===== src/rtl/uart_pkg.sv =====
// Shared UART definitions: receive FSM states, parity and data-length encodings.
// The configurable transmitter uses the same encodings.
package uart_pkg;

  typedef enum logic [2:0] {
    IDLE, START, DATA, PARITY, STOP1, STOP2, BRK_WAIT
  } rx_state_e;

  localparam logic [1:0] PAR_NONE = 2'd0;
  localparam logic [1:0] PAR_EVEN = 2'd1;
  localparam logic [1:0] PAR_ODD  = 2'd2;

  localparam logic [1:0] DB_5 = 2'd0;
  localparam logic [1:0] DB_6 = 2'd1;
  localparam logic [1:0] DB_7 = 2'd2;
  localparam logic [1:0] DB_8 = 2'd3;

  // Number of data bits in a frame, 5..9.
  function automatic logic [3:0] data_len(input logic [1:0] db, input logic nine);
    return nine ? 4'd9 : ({2'b00, db} + 4'd5);
  endfunction

endpackage


===== src/rtl/uart_rx_sampler.sv =====
// rx synchroniser, bit-centre counter and 3-sample majority vote.
// Strobe fires at cnt == mid+1, when all three samples are available.
module uart_rx_sampler #(
  parameter int DIV_W       = 16,
  parameter int SYNC_STAGES = 2
) (
  input  logic             clk,
  input  logic             rst_n,
  input  logic             rx,
  input  logic             run,
  input  logic [DIV_W-1:0] div,
  output logic             rx_s,
  output logic             bit_val,
  output logic             bit_strobe,
  output logic             bit_end
);

  logic [SYNC_STAGES-1:0] sync_q;
  logic [1:0]             smp;
  logic [DIV_W-1:0]       cnt;
  logic [DIV_W-1:0]       mid;

  assign rx_s = sync_q[SYNC_STAGES-1];
  assign mid  = div >> 1;

  always_ff @(posedge clk or negedge rst_n) begin
    if (!rst_n) begin
      sync_q <= '1;
      smp    <= '1;
    end else begin
      sync_q <= {sync_q[SYNC_STAGES-2:0], rx};
      smp    <= {smp[0], rx_s};
    end
  end

  // Held at 1 while idle so the first START cycle already reads cnt=1.
  always_ff @(posedge clk or negedge rst_n) begin
    if (!rst_n)       cnt <= DIV_W'(1);
    else if (!run)    cnt <= DIV_W'(1);
    else if (bit_end) cnt <= '0;
    else              cnt <= cnt + DIV_W'(1);
  end

  assign bit_strobe = run && (cnt == mid + DIV_W'(1));
  assign bit_end    = run && (cnt == div - DIV_W'(1));
  assign bit_val    = (smp[1] & smp[0]) | (smp[1] & rx_s) | (smp[0] & rx_s);

endmodule


===== src/rtl/uart_rx_cfg.sv =====
// Runtime-configurable UART receiver: 5..9 data bits, optional parity, 1/2 stop bits,
// holding register with valid/ready plus parity/framing/break/overrun flags.
module uart_rx_cfg
  import uart_pkg::*;
#(
  parameter int DATA_W      = 9,
  parameter int DIV_W       = 16,
  parameter int SYNC_STAGES = 2
) (
  input  logic              clk,
  input  logic              rst_n,
  input  logic              rx,
  input  logic [DIV_W-1:0]  baud_div,
  input  logic [1:0]        data_bits,
  input  logic              nine_bit,
  input  logic [1:0]        parity_mode,
  input  logic              two_stop,
  output logic [DATA_W-1:0] rx_data,
  output logic              rx_valid,
  input  logic              rx_ready,
  output logic              parity_err,
  output logic              frame_err,
  output logic              break_det,
  output logic              overrun,
  output logic              busy
);

  rx_state_e         state, state_nxt;
  logic              rx_s, bit_val, bit_strobe, bit_end, run;
  logic [DIV_W-1:0]  div_q;
  logic [3:0]        len_q, idx;
  logic [1:0]        par_q;
  logic              two_q;
  logic [DATA_W-1:0] data_q;
  logic              par_acc, par_bad, ferr_q, all_low;
  logic              start_det, par_en, done, fin_ferr, fin_brk;

  assign run       = (state != IDLE) && (state != BRK_WAIT);
  assign busy      = (state != IDLE);
  assign start_det = (state == IDLE) && !rx_s;
  assign par_en    = (par_q == PAR_EVEN) || (par_q == PAR_ODD);
  assign fin_ferr  = ferr_q | ~bit_val;
  assign fin_brk   = all_low & ~bit_val;

  uart_rx_sampler #(.DIV_W(DIV_W), .SYNC_STAGES(SYNC_STAGES)) u_smp (
    .clk        (clk),
    .rst_n      (rst_n),
    .rx         (rx),
    .run        (run),
    .div        (div_q),
    .rx_s       (rx_s),
    .bit_val    (bit_val),
    .bit_strobe (bit_strobe),
    .bit_end    (bit_end)
  );

  always_ff @(posedge clk or negedge rst_n) begin
    if (!rst_n) state <= IDLE;
    else        state <= state_nxt;
  end

  always_comb begin
    state_nxt = state;
    done      = 1'b0;
    case (state)
      IDLE:     if (!rx_s) state_nxt = START;
      START:    if (bit_strobe && bit_val) state_nxt = IDLE;
                else if (bit_end)          state_nxt = DATA;
      DATA:     if (bit_end && (idx == len_q - 4'd1)) state_nxt = par_en ? PARITY : STOP1;
      PARITY:   if (bit_end) state_nxt = STOP1;
      STOP1: begin
        if (two_q) begin
          if (bit_end) state_nxt = STOP2;
        end else if (bit_strobe) begin
          // Leave at mid-bit so the next start edge is caught within half a bit.
          done      = 1'b1;
          state_nxt = fin_brk ? BRK_WAIT : IDLE;
        end
      end
      STOP2: if (bit_strobe) begin
        done      = 1'b1;
        state_nxt = fin_brk ? BRK_WAIT : IDLE;
      end
      BRK_WAIT: if (rx_s) state_nxt = IDLE;
      default:  state_nxt = IDLE;
    endcase
  end

  // Frame shadow config and bit accumulation.
  always_ff @(posedge clk or negedge rst_n) begin
    if (!rst_n) begin
      div_q   <= '0;
      len_q   <= 4'd8;
      par_q   <= PAR_NONE;
      two_q   <= 1'b0;
      data_q  <= '0;
      idx     <= '0;
      par_acc <= 1'b0;
      par_bad <= 1'b0;
      ferr_q  <= 1'b0;
      all_low <= 1'b0;
    end else if (start_det) begin
      div_q   <= baud_div;
      len_q   <= data_len(data_bits, nine_bit && (DATA_W >= 9));
      par_q   <= parity_mode;
      two_q   <= two_stop;
      data_q  <= '0;
      idx     <= '0;
      par_acc <= 1'b0;
      par_bad <= 1'b0;
      ferr_q  <= 1'b0;
      all_low <= 1'b1;
    end else if (bit_strobe) begin
      case (state)
        DATA: begin
          data_q  <= data_q | (DATA_W'(bit_val) << idx);
          par_acc <= par_acc ^ bit_val;
          all_low <= all_low & ~bit_val;
        end
        PARITY: begin
          par_bad <= (par_acc ^ bit_val) != (par_q == PAR_ODD);
          all_low <= all_low & ~bit_val;
        end
        STOP1: begin
          ferr_q  <= ~bit_val;
          all_low <= all_low & ~bit_val;
        end
        default: ;
      endcase
    end else if (bit_end && (state == DATA)) begin
      idx <= idx + 4'd1;
    end
  end

  always_ff @(posedge clk or negedge rst_n) begin
    if (!rst_n) begin
      rx_data    <= '0;
      rx_valid   <= 1'b0;
      parity_err <= 1'b0;
      frame_err  <= 1'b0;
      break_det  <= 1'b0;
      overrun    <= 1'b0;
    end else begin
      if (done) begin
        rx_data    <= data_q;
        parity_err <= par_bad;
        frame_err  <= fin_ferr;
        break_det  <= fin_brk;
        rx_valid   <= 1'b1;
      end else if (rx_valid && rx_ready) begin
        rx_valid   <= 1'b0;
      end
      if (rx_valid && rx_ready)  overrun <= 1'b0;
      else if (done && rx_valid) overrun <= 1'b1;
    end
  end

endmodule


===== config.mk =====
export PLATFORM = sky130hd
export DESIGN_NAME = uart_rx_cfg
export DESIGN_NICKNAME = d
export VERILOG_FILES = /design/src/rtl/uart_pkg.sv /design/src/rtl/uart_rx_sampler.sv /design/src/rtl/uart_rx_cfg.sv
export SDC_FILE = /design/constraint.sdc
export NUM_CORES = 1
export LEC_CHECK = 0
export CORE_UTILIZATION = 25
export CTS_CLUSTER_DIAMETER = 50
export DETAILED_ROUTE_END_ITERATION = 8
export GPL_TIMING_DRIVEN = 0
export PLACE_DENSITY = 0.44
export SLEW_MARGIN = 20
export SYNTH_ARGS = -nofsm -noshare
export SYNTH_HDL_FRONTEND = slang
export SYNTH_SLANG_ARGS = --single-unit
export TNS_END_PERCENT = 10

===== constraint.sdc =====
create_clock -name clk -period 4.31 [get_ports clk]
set_input_delay 0.431 -clock clk [delete_from_list [all_inputs] [get_ports clk]]
set_output_delay 0.431 -clock clk [all_outputs]
set_load 0.03 [all_outputs]

After elaboration in Yosys (flattened, before gate mapping):

Cells that the tools add are included.

* register bits after elaboration: 77
* logic and storage cells: 125

* multiplexer cells: 40
* $add $sub $neg: 6
* equality and inequality tests: 20
* shift-type cells: 1
* bitwise logic cells: 10
* reduce and logical (&&, ||, !) cells: 28

Operator list (count)
* two-way mux 3 bit: 11
* == test 16 bit: 2
* two-way mux 16 bit: 2
* two-way mux 9 bit: 3
* case mux 3 bit (7 select lines): 1
* two-way mux 1 bit: 18
* adder 15 x 1 -> 16 bit, second input constant: 1
* adder 16 x 1 -> 16 bit, second input constant: 1
* two-way mux 4 bit: 4
* nonzero test 2 bit: 8
* subtractor 16 x 1 -> 16 bit, second input constant: 1
* AND reduction 2 bit: 5
* == test 3 bit, second input constant: 3
* logical AND 1 bit: 9
* != test 3 bit, second input constant: 3
* bitwise OR 9 bit: 1
* << shifter 1 x 4 -> 9 bit: 1
* == test 3 x 2 -> 1 bit, second input constant: 2
* != test 2 bit, second input constant: 3
* AND reduction 6 bit: 1
* adder 2 x 3 -> 4 bit, second input constant: 1
* adder 4 x 1 -> 4 bit, second input constant: 1
* bitwise AND 1 bit: 4
* == test 4 bit: 1
* other kinds (15): 18

Depth between registers and ports, before layout:

Gate-level depths: netlist (run 1).

* word-level depth: 9
* depth in mapped cells: 12
* mapped depth without buffers: 10

By module:

A second synthesis (run 1) with hierarchy kept.

* cells, all modules: 510
* area total of the unflattened synthesis: 4862.2 µm²

Modules (own cells, without submodules)
* uart_rx_cfg: cells each 227, times used 1, area an instance 2655.0 µm²
* uart_rx_sampler: cells each 283, times used 1, area an instance 2207.1 µm²

Least setup slack after synthesis (run 1):

Ideal clock, no wire load.

* kind: register to register
* start: reg div_q[2]
* end: reg rx_data[4]
* required time: 4.185 ns
* arrival time: 3.014 ns
* buffers on the path: 2
* cell stages (with the launch flop): 12
* library setup time: 0.125 ns
* setup slack: 1.171 ns
* cells stage by stage: dfrtp_1 -> clkbuf_1 -> inv_1 -> ha_1 -> xnor2_1 -> o311a_1 -> o221ai_1 -> a2111oi_1 -> o2111ai_1 -> nor3b_2 -> buf_4 -> mux2_2

* word-level cells in the longest chain between the ends: 6

Ends and longest elaborated chain
* start: declaration: line uart_rx_cfg.sv:30 `logic [DIV_W-1:0] div_q;`
* start signal: assignment: line uart_rx_cfg.sv:103 `div_q <= baud_div;`
* adder 15 x 1 -> 16 bit *: line uart_rx_sampler.sv:44 `assign bit_strobe = run && (cnt == mid + DIV_W'(1));`
* == test 16 bit *: line uart_rx_sampler.sv:44
* logical AND 1 bit *: line uart_rx_sampler.sv:44
* two-way mux 1 bit *: line uart_rx_cfg.sv:74, uart_rx_cfg.sv:80
* two-way mux 1 bit: line uart_rx_cfg.sv:72 `if (two_q) begin`
* case mux 1 bit (2 select lines) *: line uart_rx_cfg.sv:65 `case (state)`
* end signal: assignment: line uart_rx_cfg.sv:145 `rx_data <= data_q;`
* end: declaration: line uart_rx_cfg.sv:18 `output logic [DATA_W-1:0] rx_data,`

Mark *: on every way between the ends. The rest lies on a longest branch, timed or not.
A chain may end at the register's enable or synchronous reset.

Worst setup path after layout (run 1):

Ends and elaborated chain as after synthesis.

==> flow_metrics.tcl, run 1 <==
set metrics [dict create \
    final_util_pct 31.1 \
    numPlacedInstances 816 \
    clockRootBuffer "clkbuf_16" \
    slowest_stage "nor3b_4" \
    synth_area_leader_cell "dfrtp_1" \
    clk_latency_ns 0.35 \
    drc 1 \
    multiInputGateArea_um2 2600 \
    hpwl_um 9840 \
    critical_path_peak_fanout 10 \
    reg2reg_slack_ns 0.49 \
    place_area_um2 5490 \
    place_ws_ns 0.331 \
    wl_um 13300 \
    dieArea_um2 19700 \
    antenna_left 0 \
    drt_iter0_drc 265 \
    grt_usage_pct 14.3 \
    cp-start-kind "flop" \
    port_buffers 40 \
    status "finished, violations left" \
    vias 4086 \
    fin_worst_skew_ns 0.00732 \
    met3_usage_pct 3.28 \
    antenna_found_initial 0 \
    rsz0062_at_grt "false" \
    synth.top_cells.by_area "dfrtp_1 (37%), nand2_1 (5.8%), xnor2_1 (5.5%)" \
    crit_required_ns 4.54 \
    path_clk_slew_ns 0.06 \
    initial_core_util_pct 25.5 \
    top_usage_layer "met2" \
    synth.net_count 575 \
    holdWs_ns -0.00116 \
    drv_cap 0 \
    end_kind "flop" \
    nets 627 \
    syn_area_per_cell_um2 8.83 \
    grt_max_degree 54 \
    rows 50 \
    die_h_um 140 \
    wl_per_cell_um 16.0 \
    met1_usage_pct 17.1 \
    design_area_um2 5830 \
    slew_violations 0 \
    synth-edff-count 0 \
    peakVddDrop_v 0.000211 \
    numCtsBuffers 9 \
    synth.most_common_cell "nand2_1" \
    place_congestion 0.838 \
    fmax_mhz 262 \
    async_flop_share_pct 100 \
    core_um2 18700 \
    power.density_nw_per_um2 580 \
    setup_viol 0 \
    min_path_type "input pin to asynchronous set/reset pin" \
    grtUsageMet2_pct 24.9 \
    area_growth_pct 22.0 \
    worst_pin_slew_ns 0.976 \
    synth_common_cells "nand2_1 (74), dfrtp_1 (71), nor2_1 (53)" \
    num-fill-cells 1951 \
    drt-vias-per-instance 4.91 \
    layout_min_cycle_time_ns 3.82 \
    firstDrtPassIters 6 \
    slew_headroom_pct 34.4 \
    cts_tree "built" \
    grt_pass1_wl_um 22000 \
    pin_count 41 \
    stdcell_count 832 \
    cp.arrival_ns 4.05 \
    cpPeakStageDelay_ns 0.59 \
    ys_seq_area_share_pct 40.5 \
    yosysWarnings 0 \
    violations "design-rule violations, negative hold slack" \
    setup_ws_ns 0.490 \
    htreeDepth 3 \
    hold_viol_final 2 \
    seq_area_um2 1930 \
    finalCritPeriodShare_pct 88.6 \
    synth_top_area_share_pct 37.2 \
    grt_pass1_vias 4255 \
    yosys_register_bits 77 \
    cts.sinks 77 \
    yosysUniqueCellTypes 67 \
    drive_above_1_share_pct 10.4 \
    crit_chain "clkbuf_1 > inv_1 > ha_1 > xnor2_1 > o311a_1 > o221ai_1 > a2111oi_1 > o2111ai_1 > nor3b_4 > buf_4 > mux2_2" \
    path_class "flop to flop" \
    antennaDiodeCount 0 \
    leakagePower_nw 2.53 \
    synth_area_um2 4780 \
    dieWidth_um 140 \
    grt.overflow.total 0 \
    postSynthCellCount 541 \
    synth-main-ff-cell "dfrtp_1" \
    clockBufferDepth 2 \
]
==> final timing paths <==
path	cells past startpoint	to	from
max	11	rx_data[4]	div_q[2]
min	1	u_smp.cnt[1]	rst_n
max reg2reg	11	rx_data[4]	div_q[2]
min reg2reg	0	u_smp.sync_q[1]	u_smp.sync_q[0]
max in group asynchronous	2	len_q[3]	rst_n
min in group clk	0	u_smp.sync_q[1]	u_smp.sync_q[0]
==> placed cells by master (no fill, tap or decap), drive strengths merged, types with 17 or more instances in the layout <==
cell type	count
nand2	74
dfrtp	71
nor2	53
clkdlybuf4s50	39
clkbuf	39
xnor2	30
xor2	26
o21ai	19
nand3	17
==> metrics by stage <==
step	TNS, ns	total power (W)	hold slack, ns
floorplan	0	0.00215	0.135
detailed placement	0	0.00254	0.348
finish	0	0.00338	-0.00116
global route	0	0.00364	0.0199
CTS	0	0.00340	0.00764
global placement	-8.27	0.00252	0.347
==> cells by family after synthesis <==
family,share of synthesized area [%]
buffers and inverters,5.13
XOR/XNOR,10.3
AO/OA/AOI/OAI,12.2
AND/OR/NAND/NOR,25.9
adder cells (fa/ha/maj),2.10
flip-flops,40.5
multiplexers,3.88
==> power breakdown <==
| group | leakage (nW) | internal (W) | switching, W | total, W |
|---|---|---|---|---|
| registers | 0.987 | 0.000880 | 0.000135 | 0.00101 |
| clock network | 0.158 | 0.000522 | 0.000315 | 0.000836 |
| logic | 1.38 | 0.000626 | 0.000899 | 0.00153 |
| total | 2.53 | 0.00203 | 0.00135 | 0.00338 |
==> metal layers <==
metal	vias to the layer above	part of all wire [%]
met5	-	0
met4	0	1.9
met3	15	3.9
met2	80	49
met1	1996	45
li1	1995	-
==> critical path: cells and delay by family (launching register included) <==
family	cells	cell delay, ns
adders and majority gates	1	0.30
and+or+nand+nor	1	0.59
DFF	1	0.44
AOI/OAI and AO/OA	4	1.14
xor gates and xnor gates	1	0.16
muxes	1	0.35
buffers and inverters	3	0.73
==> flip-flops by register name, summed over array words and instances, names as in the netlist, 2 cells and up <==
register,cells
u_smp.sync_q,2
div_q,16
par_q,2
u_smp.cnt,16
rx_data,9
data_q,9
len_q,4
idx,4
u_smp.smp,2
state,3
==> repair_timing <==
action,4_1_cts,5_1_grt
resized for setup,0,1
setup endpoints to repair,0,4
hold endpoints to repair,0,0
hold buffers,0,0
setup buffers,0,0
==> final cells by class <==
cell class	instances	area share, %
Multi-Input combinational cell	408	44.7
Sequential cell	77	33.2
Timing Repair Buffer	41	7.30
Tap cell	234	5.03
Clock buffer	10	4.10
Buffer	41	3.24
Clock inverter	6	1.48
Inverter	15	0.966
(Power assumes the default switching activity.)
==> run 2, diff against run 1 <==
CTS_BUF_LIST = sky130_fd_sc_hd__clkbuf_4 sky130_fd_sc_hd__clkbuf_8   (was unset)
==> flow_metrics.tcl, run 2 (synthesis gave the netlist of run 1 again) <==
set metrics [dict create \
    numCtsBuffers 9 \
    hold_path_end "u_smp.sync_q[1]" \
    vias 4063 \
    wl_um 13300 \
    htreeDepth 3 \
    hpwl_um 9840 \
    pwr-share-seq_pct 31.9 \
    stdcell_count 833 \
    crit_chain "clkbuf_1 > inv_1 > ha_1 > xnor2_1 > o311a_1 > o221ai_1 > a2111oi_1 > o2111ai_1 > nor3b_4 > buf_4 > mux2_2" \
    drt_iter0_drc 260 \
    end_kind "flop" \
    slew_headroom_pct 35.3 \
    clockBufferDepth 2 \
    r2r-end "rx_data[4]" \
    grt.overflow.total 0 \
    slowest_stage "nor3b_4" \
    p_clk_share_pct 19.9 \
    multiInputGateArea_um2 2600 \
    cts_tree "built" \
    layout_min_cycle_time_ns 3.85 \
    crit_required_ns 4.57 \
    firstDrtPassIters 6 \
    grt_pass1_vias 4263 \
    initial_core_util_pct 25.5 \
    die_h_um 140 \
    post_cts_buffers 0 \
    rows 50 \
    rsz0062_at_grt "false" \
    antenna_left 0 \
    r2r.worst_path.cells 11 \
    clk_latency_ns 0.37 \
    port_buffers 40 \
    swShare_pct 41.9 \
    drive_above_1_share_pct 10.4 \
    numPlacedInstances 816 \
    reg2reg_slack_ns 0.46 \
    min_path_type "flop to flop" \
    antenna_found_initial 0 \
    dieWidth_um 140 \
    cts.sinks 77 \
    drv_cap 0 \
    nets 628 \
    power.density_nw_per_um2 554 \
    area_growth_pct 20.1 \
    antennaDiodeCount 0 \
    startpoint "div_q[2]" \
    violations "design-rule violations" \
    drc 1 \
    slew_violations 0 \
    peakVddDrop_v 0.000214 \
    hold_viol_final 0 \
    place_congestion 0.838 \
    grt_max_degree 54 \
    layout_commonest_cell "nand2_1" \
    final_util_pct 30.7 \
    finalCritPeriodShare_pct 89.2 \
    fmax_mhz 260 \
    pwr-share-comb_pct 48.2 \
    pin_count 41 \
    critical_path_peak_fanout 10 \
    cpPeakStageDelay_ns 0.59 \
    drt-vias-per-instance 4.88 \
    holdPathStages 0 \
    clockRootBuffer "clkbuf_8" \
    path_class "flop to flop" \
    dieArea_um2 19700 \
    cp-start-kind "flop" \
    worst_pin_slew_ns 0.962 \
    fin_worst_skew_ns 0.00607 \
    intPower_w 0.00185 \
    status "finished, violations left" \
    grt_pass1_wl_um 21900 \
    timing.rr.start "div_q[2]" \
    setup_viol 0 \
    seq_area_um2 1930 \
    core_um2 18700 \
    grt_usage_pct 14.3 \
    switchingPower_w 0.00133 \
    reg.largest.list "div_q (16), u_smp.cnt (16)" \
    holdCritStartpoint "u_smp.sync_q[0]" \
    leakagePower_nw 2.49 \
    final_cell_mix "nand2_1 (74), dfrtp_1 (71), nor2_1 (53), clkdlybuf4s50_1 (39), xnor2_1 (30)" \
    cp.arrival_ns 4.10 \
    num-fill-cells 1966 \
    wl_per_cell_um 16.0 \
    path_clk_slew_ns 0.09 \
]
## run 2: worst max path at each step
stage / endpoint / slack, ns / cells past startpoint
floorplan: rx_data[4] / 1.17 / 11
global route: rx_data[4] / 0.08 / 11
global placement: rx_data[6] / -0.12 / 1
finish: rx_data[4] / 0.46 / 11
detailed placement: rx_data[4] / 0.33 / 11
CTS: rx_data[4] / 0.30 / 11
## run 2: area by class of cell
class	instances	share of cell area, %
multi-input combinational	408	45.4
sequential	77	33.7
timing repair buffer	42	7.59
tap	234	5.11
buffer	41	3.29
clock buffer	10	2.40
clock inverter	6	1.51
inverter	15	0.982
## run 2: what timing repair did
action                     CTS  global route
gates resized for setup      0             1
hold endpoints to repair    24             0
hold buffers                 1             0
setup endpoints to repair    0             4
## run 2: per-stage QoR
step                TNS (ns)  hold slack [ns]  power (W)  cell area [µm²]  setup slack, ns
CTS                        0            0.365    0.00320             5730            0.303
global route               0            0.373    0.00343             5730           0.0814
detailed placement         0            0.348    0.00254             5490            0.331
finish                     0            0.364    0.00318             5730            0.464
global placement       -8.27            0.347    0.00252             5470           -0.124
floorplan                  0            0.135    0.00215             4780             1.17
## run 2: critical path: cells and delay by family, from the launching register on
family	cells	cell delay, ns
muxes	1	0.35
DFF	1	0.45
adders and majority gates	1	0.30
and+or+nand+nor	1	0.59
xor gates and xnor gates	1	0.16
AOI/OAI and AO/OA	4	1.15
buffers and inverters	3	0.73
## run 2: power groups by stage
stage	Clock [W]	Combinational, W	Sequential (W)
floorplan	0	0.00117	0.000980
global placement	0	0.00149	0.00102
detailed placement	0	0.00152	0.00103
CTS	0.000658	0.00153	0.00101
global route	0.000683	0.00171	0.00104
finish	0.000633	0.00153	0.00101
## run 2: routing by layer
metal	wire [µm]	GRT usage, %	vias up
li1	-	-	1995
met1	6120	17.1	1977
met2	6560	24.9	78
met3	416	2.67	13
met4	229	6.36	0
met5	0	0	-
